File: config.mk
export PLATFORM = sky130hd
export DESIGN_NAME = cordic_host_link
export DESIGN_NICKNAME = d
export VERILOG_FILES = /design/src/rtl/cordic_link_pkg.sv /design/src/rtl/cordic_link_timer.sv /design/src/rtl/cordic_host_link.sv
export SDC_FILE = /design/constraint.sdc
export NUM_CORES = 1
export LEC_CHECK = 0
export ABC_CLOCK_PERIOD_IN_PS = 2760
export CORE_ASPECT_RATIO = 1.75
export CORE_UTILIZATION = 50
export CTS_BUF_LIST = sky130_fd_sc_hd__clkbuf_16
export CTS_CLUSTER_SIZE = 20
export DETAILED_ROUTE_END_ITERATION = 6
export HOLD_SLACK_MARGIN = 0.1
export PLACE_DENSITY_LB_ADDON = 0.1
export SLEW_MARGIN = 20
export SYNTH_ARGS = -nofsm -noshare
export SYNTH_HDL_FRONTEND = slang
export SYNTH_SLANG_ARGS = --single-unit
File: constraint.sdc
create_clock -name clk -period 2.76 [get_ports clk]
set_input_delay 0.552 -clock clk [delete_from_list [all_inputs] [get_ports clk]]
set_output_delay 0.552 -clock clk [all_outputs]
set_load 0.005 [all_outputs]
File: src/rtl/cordic_link_pkg.sv
// Shared constants and types for the CORDIC wrapper byte-serial link.
// Used by the host-side master (cordic_host_link) and the wrapper receive side.
//   N_TX_BYTES / N_RX_BYTES : packet lengths in each direction
//   tx_idx_t / rx_idx_t     : byte-index types sized from the packet lengths
//   link_state_e            : host master FSM states
//   tx_byte()               : selects outgoing byte idx of the {Y, X} operand pair
package cordic_link_pkg;

    localparam int N_TX_BYTES = 4;
    localparam int N_RX_BYTES = 6;

    localparam int TX_IDX_W = $clog2(N_TX_BYTES);
    localparam int RX_IDX_W = $clog2(N_RX_BYTES);

    typedef logic [TX_IDX_W-1:0] tx_idx_t;
    typedef logic [RX_IDX_W-1:0] rx_idx_t;

    localparam tx_idx_t TX_LAST = tx_idx_t'(N_TX_BYTES - 1);
    localparam rx_idx_t RX_LAST = rx_idx_t'(N_RX_BYTES - 1);

    typedef enum logic [1:0] {
        IDLE = 2'd0,
        SEND = 2'd1,
        RECV = 2'd2,
        RESP = 2'd3
    } link_state_e;

    // Byte order on the wire: x[7:0], x[15:8], y[7:0], y[15:8].
    function automatic logic [7:0] tx_byte(input logic [15:0] x,
                                           input logic [15:0] y,
                                           input tx_idx_t     idx);
        logic [7:0] b;
        case (idx)
            2'd0:    b = x[7:0];
            2'd1:    b = x[15:8];
            2'd2:    b = y[7:0];
            default: b = y[15:8];
        endcase
        return b;
    endfunction

endpackage

File: src/rtl/cordic_link_timer.sv
// Link inactivity timer. Counts enabled cycles since the last clear and flags
// expiry on the cycle whose increment would make the count reach LIMIT, so the
// owner can abort on the same edge the count reaches LIMIT.
// LIMIT = 0 disables expiry.
//   clk_i     : clock
//   rst_ni    : asynchronous active-low reset
//   clr_i     : reload count to zero (has priority over en_i)
//   en_i      : count this cycle
//   expired_o : this cycle's increment reaches LIMIT (combinational)
module cordic_link_timer #(
    parameter int LIMIT = 1024,
    parameter int W     = 11
) (
    input  logic clk_i,
    input  logic rst_ni,
    input  logic clr_i,
    input  logic en_i,
    output logic expired_o
);

    localparam logic [W-1:0] LAST = (LIMIT > 0) ? W'(LIMIT - 1) : '0;

    logic [W-1:0] cnt_q;
    logic [W-1:0] cnt_d;

    always_comb begin
        cnt_d = cnt_q;
        if (clr_i) begin
            cnt_d = '0;
        end else if (en_i) begin
            cnt_d = cnt_q + W'(1);
        end
    end

    assign expired_o = (LIMIT != 0) && en_i && !clr_i && (cnt_q == LAST);

    always_ff @(posedge clk_i or negedge rst_ni) begin
        if (!rst_ni) begin
            cnt_q <= '0;
        end else begin
            cnt_q <= cnt_d;
        end
    end

endmodule

File: src/rtl/cordic_host_link.sv
// Host-side master for the CORDIC wrapper byte-serial link.
// Accepts one (X, Y) command, sends it as 4 bytes on the IN channel, collects
// 6 result bytes on the OUT channel and returns magnitude/phase as one response.
// Every output comes straight from a register.
//   clk, rst_n                      : clock, asynchronous active-low reset
//   cmd_valid/cmd_ready/cmd_x/cmd_y : client command channel
//   rsp_valid/rsp_ready/rsp_mag/rsp_phase/rsp_err : client response channel
//   busy                            : not IDLE
//   link_in_data/valid/ready        : bytes towards the wrapper
//   link_out_data/valid/ready       : bytes from the wrapper
module cordic_host_link
    import cordic_link_pkg::*;
#(
    parameter int TIMEOUT_CYCLES = 1024
) (
    input  logic        clk,
    input  logic        rst_n,
    input  logic        cmd_valid,
    output logic        cmd_ready,
    input  logic [15:0] cmd_x,
    input  logic [15:0] cmd_y,
    output logic        rsp_valid,
    input  logic        rsp_ready,
    output logic [15:0] rsp_mag,
    output logic [31:0] rsp_phase,
    output logic        rsp_err,
    output logic        busy,
    output logic [7:0]  link_in_data,
    output logic        link_in_valid,
    input  logic        link_in_ready,
    input  logic [7:0]  link_out_data,
    input  logic        link_out_valid,
    output logic        link_out_ready
);

    localparam int TCNT_W = (TIMEOUT_CYCLES > 0) ? $clog2(TIMEOUT_CYCLES + 1) : 1;

    link_state_e state_q, state_d;
    logic [15:0] x_q, x_d;
    logic [15:0] y_q, y_d;
    tx_idx_t     tx_q, tx_d;
    rx_idx_t     rx_q, rx_d;
    logic [47:0] res_q, res_d;      // {phase, mag}, filled byte by byte
    logic        err_q, err_d;

    logic        cmd_ready_q;
    logic        rsp_valid_q;
    logic        busy_q;
    logic [7:0]  in_data_q;
    logic        in_valid_q;
    logic        out_ready_q;

    logic        cmd_fire, in_fire, out_fire, rsp_fire;
    logic        tmr_clr, tmr_en, tmr_exp;

    assign cmd_fire = cmd_valid && cmd_ready_q;
    assign in_fire  = in_valid_q && link_in_ready;
    assign out_fire = out_ready_q && link_out_valid;
    assign rsp_fire = rsp_valid_q && rsp_ready;

    assign tmr_en = (state_q == SEND) || (state_q == RECV);

    cordic_link_timer #(
        .LIMIT (TIMEOUT_CYCLES),
        .W     (TCNT_W)
    ) u_timer (
        .clk_i     (clk),
        .rst_ni    (rst_n),
        .clr_i     (tmr_clr),
        .en_i      (tmr_en),
        .expired_o (tmr_exp)
    );

    always_comb begin
        state_d = state_q;
        x_d     = x_q;
        y_d     = y_q;
        tx_d    = tx_q;
        rx_d    = rx_q;
        res_d   = res_q;
        err_d   = err_q;
        tmr_clr = 1'b0;

        case (state_q)
            IDLE: begin
                if (cmd_fire) begin
                    x_d     = cmd_x;
                    y_d     = cmd_y;
                    res_d   = '0;
                    err_d   = 1'b0;
                    tx_d    = '0;
                    tmr_clr = 1'b1;
                    state_d = SEND;
                end
            end
            SEND: begin
                if (in_fire) begin
                    tmr_clr = 1'b1;
                    if (tx_q == TX_LAST) begin
                        rx_d    = '0;
                        state_d = RECV;
                    end else begin
                        tx_d = tx_q + tx_idx_t'(1);
                    end
                end else if (tmr_exp) begin
                    err_d   = 1'b1;
                    state_d = RESP;
                end
            end
            RECV: begin
                if (out_fire) begin
                    tmr_clr = 1'b1;
                    case (rx_q)
                        3'd0:    res_d[7:0]   = link_out_data;
                        3'd1:    res_d[15:8]  = link_out_data;
                        3'd2:    res_d[23:16] = link_out_data;
                        3'd3:    res_d[31:24] = link_out_data;
                        3'd4:    res_d[39:32] = link_out_data;
                        3'd5:    res_d[47:40] = link_out_data;
                        default: ;
                    endcase
                    if (rx_q == RX_LAST) begin
                        state_d = RESP;
                    end else begin
                        rx_d = rx_q + rx_idx_t'(1);
                    end
                end else if (tmr_exp) begin
                    // Partial result is kept; unreceived slots stay zero.
                    err_d   = 1'b1;
                    state_d = RESP;
                end
            end
            RESP: begin
                if (rsp_fire) begin
                    state_d = IDLE;
                end
            end
            default: state_d = IDLE;
        endcase
    end

    // Output flags are registered from the next state so they line up with it;
    // the next IN byte is presented right after each transfer.
    always_ff @(posedge clk or negedge rst_n) begin
        if (!rst_n) begin
            state_q     <= IDLE;
            x_q         <= '0;
            y_q         <= '0;
            tx_q        <= '0;
            rx_q        <= '0;
            res_q       <= '0;
            err_q       <= 1'b0;
            cmd_ready_q <= 1'b0;
            rsp_valid_q <= 1'b0;
            busy_q      <= 1'b0;
            in_data_q   <= '0;
            in_valid_q  <= 1'b0;
            out_ready_q <= 1'b0;
        end else begin
            state_q     <= state_d;
            x_q         <= x_d;
            y_q         <= y_d;
            tx_q        <= tx_d;
            rx_q        <= rx_d;
            res_q       <= res_d;
            err_q       <= err_d;
            cmd_ready_q <= (state_d == IDLE);
            rsp_valid_q <= (state_d == RESP);
            busy_q      <= (state_d != IDLE);
            in_valid_q  <= (state_d == SEND);
            out_ready_q <= (state_d == RECV);
            in_data_q   <= (state_d == SEND) ? tx_byte(x_d, y_d, tx_d) : 8'h00;
        end
    end

    assign cmd_ready      = cmd_ready_q;
    assign rsp_valid      = rsp_valid_q;
    assign rsp_mag        = res_q[15:0];
    assign rsp_phase      = res_q[47:16];
    assign rsp_err        = err_q;
    assign busy           = busy_q;
    assign link_in_data   = in_data_q;
    assign link_in_valid  = in_valid_q;
    assign link_out_ready = out_ready_q;

endmodule
==> out/metrics.csv <==
stage,metric,value,unit
setup_path,cp_max_fo,9,
setup_path,critPathLaunchType,flip-flop,
global_route,grtUsageMet3,3.70,%
synth,synth_area,5090,µm²
synth,yosys_register_bits,112,
clocking,path_clk_slew,0.07,ns
setup_path,path_class,flip-flop to flip-flop,
global_route,grt.overflow.total,0,
finish,fin_nets,576,
synth,synth.avg_cell_area,12.8,µm²
die,core,9850,µm²
sta,tightest_slew,0.716,ns
finish,fillCellCount,734,
synth,syn-num-nets,454,
synth,yosys_most_used_dff,dfrtp_1,
global_route,grt_pass1_wl,18.2,mm
min_path,hold_class,input pin to asynchronous set/reset pin,
power,peakVddDrop,0.565,mV
sta,maxSlewViolCount,0,
global_route,antenna_found_initial,0,
sta,slew_headroom,52.3,%
detailed_routing,wl_per_cell,17.5,µm
die,rows,48,
die,start_util,51.6,%
synth,synthTopCellsByCount,"dfrtp_1 (112), mux2_2 (81), nand2_1 (25), nor2_1 (25), and2_1 (13)",
setup_path,crit_path_end_kind,flip-flop,
setup_path,crit_chain,"inv_1, ha_1, nand4_1, nand4bb_1, nor3_1, o211ai_4, a211oi_1",
detailed_routing,vias,3551,
synth,synth.area.top_cells,"dfrtp_1 (55%), mux2_2 (18%), ha_1 (3.0%)",
clocking,post_cts_buffers,0,
synth,yosysWarnings,0,
die,die_y,135,µm
detailed_routing,drt-total-wl,11.3,mm
finish,drive_gt1_share,26.8,%
die,io_pins,108,
global_route,busiest_layer,met2,
placed_design,place_hpwl,8.34,mm
sta,hold_viol,0,
global_route,grt_use_total,22.7,%
setup_path,max_stage_delay,0.46,ns
clocking,cts-htree-levels,3,
die,die_w,78.2,µm
power,power.leakage,0.00299,µW
setup_path,ff2ff_path_depth,7,
clocking,cts_made_buffers,9,
finish,synthToLayoutAreaGrowth,31.5,%
sta,period_minus_slack,2.59,ns
sta,grt_setup_unrepaired,false,
global_route,grt_max_degree,58,
clocking,postCtsHoldBufs,0,
sta,setup_tns,0,ns
detailed_routing,drt-initial-drc-count,125,
synth,ys_seq_area_share,55.1,%
finish,fin_util,67.9,%
setup_path,crit_required,3.00,ns
setup_path,crit_arrival,2.84,ns
synth,yosys.area.top_type,dfrtp_1,
power,power.density,914,nW/µm²
clocking,clockRootBuffer,clkbuf_16,
clocking,cts_sinks,112,
clocking,cts_tree,done,
status,status,finished clean,
placed_design,gp_congestion,0.864,
synth,syn_inst,396,
sta,fin_skew,0.00941,ns
global_route,grt_util_met1,24.3,%
synth,yosysMostFrequentCell,dfrtp_1,
job,max_cap_viol_count,0,
clocking,cts-resized-gates,0,
synth,synth_edf_count,0,
synth,synth_top_cell_area_share,55.1,%
global_route,first_global_vias,3691,
sta,max_clock_freq,385,MHz
clocking,worstSkewPairLatency,0.35,ns
sta,final.period_utilization,94.0,%
detailed_routing,drt_pass1_iterations,4,
placed_design,io_buffers,107,
detailed_routing,ant_nets,0,
clocking,clockBufferDepth,2,
detailed_routing,viasPerCell,5.48,
detailed_routing,drc,0,
finish,antenna_cells,0,
sta,finalSetupViolCount,0,
global_route,use_met2,42.3,%
synth,async_flop_share,100,%
setup_path,slowest_stage,nor3_1,
synth,synthDistinctLibCells,58,
die,dieArea,10600,µm²
[registers in the layout (all words and copies together) (netlist names)]
signal,count
tx_q,2
rx_q,3
link_out_ready,1
x_q,16
state_q,2
link_in_data,8
u_timer.cnt_q,11
link_in_valid,1
res_q,48
rsp_valid,1
y_q,16
rsp_err,1
busy,1
cmd_ready,1
[layout make-up]
type / count / area (µm²) / area share, %
Clock buffer: 9 / 225 / 3.37
Clock inverter: 7 / 76.3 / 1.14
Inverter: 13 / 48.8 / 0.730
Multi-Input combinational cell: 258 / 2160 / 32.3
Sequential cell: 112 / 2800 / 41.9
Tap cell: 125 / 156 / 2.34
Timing Repair Buffer: 124 / 1220 / 18.3
[per-stage QoR]
| stage | hold slack (ns) | power [µW] | instances | setup slack [ns] | cell area, µm² |
|---|---|---|---|---|---|
| floorplan | 0.256 | 3940 | 396 | 0.637 | 5090 |
| global placement | 0.471 | 4760 | 632 | 0.134 | 6380 |
| detailed placement | 0.480 | 4820 | 632 | 0.0265 | 6380 |
| CTS | 0.282 | 6150 | 648 | 0.134 | 6680 |
| global route | 0.324 | 6470 | 648 | 0.00279 | 6690 |
| finish | 0.255 | 6110 | 648 | 0.166 | 6690 |
[metal layers]
layer / wire length [µm] / share of wire, %
met4: 180 / 1.6
met2: 6480 / 57
met5: 0 / 0
met1: 4110 / 36
met3: 556 / 4.9
[kinds of logic after synthesis]
group,Yosys count,share of synthesized area [%]
buffers and inverters,26,2.68
AND/OR/NAND/NOR,95,9.52
adder cells (fa/ha/maj),12,2.95
flip-flops,112,55.1
XOR/XNOR,9,1.55
multiplexers,86,19.0
AO/OA/AOI/OAI,56,9.22
[power by group]
group	total (µW)	switching, µW	internal, µW
clock	1310	595	712
sequential	2210	190	2020
combinational	2600	1320	1280
total	6110	2110	4010
[layout by cell type (no fill, tap or decap), types with 6 or more instances in the layout]
master	instances
a21oi_2	6
nor2_1	25
inv_1	10
nand2_1	25
clkdlybuf4s50_1	106
a21oi_1	6
dfrtp_1	112
ha_1	12
clkbuf_16	9
buf_4	16
and2_1	13
mux2_2	81
[path summary, 6_finish.rpt]
kind | endpoint | from | slack [ns]
worst max-delay path | link_in_data[5] | state_q[1] | 0.17
worst min-delay path | res_q[8] | rst_n | 0.25
worst max register to register | link_in_data[5] | state_q[1] | 0.17
worst min register to register | x_q[8] | x_q[8] | 0.50
max in group asynchronous | u_timer.cnt_q[10] | rst_n | 1.81
min in group clk | x_q[8] | x_q[8] | 0.50
[critical path: cells and delay by family (launching register included)]
kind	cells	cell delay [ns]
simple gates	3	0.98
buf+inv	1	0.13
fa+ha+maj	1	0.43
compound gates	2	0.52
flops	1	0.42
Note: power is estimated with default switching activity, not from simulation.
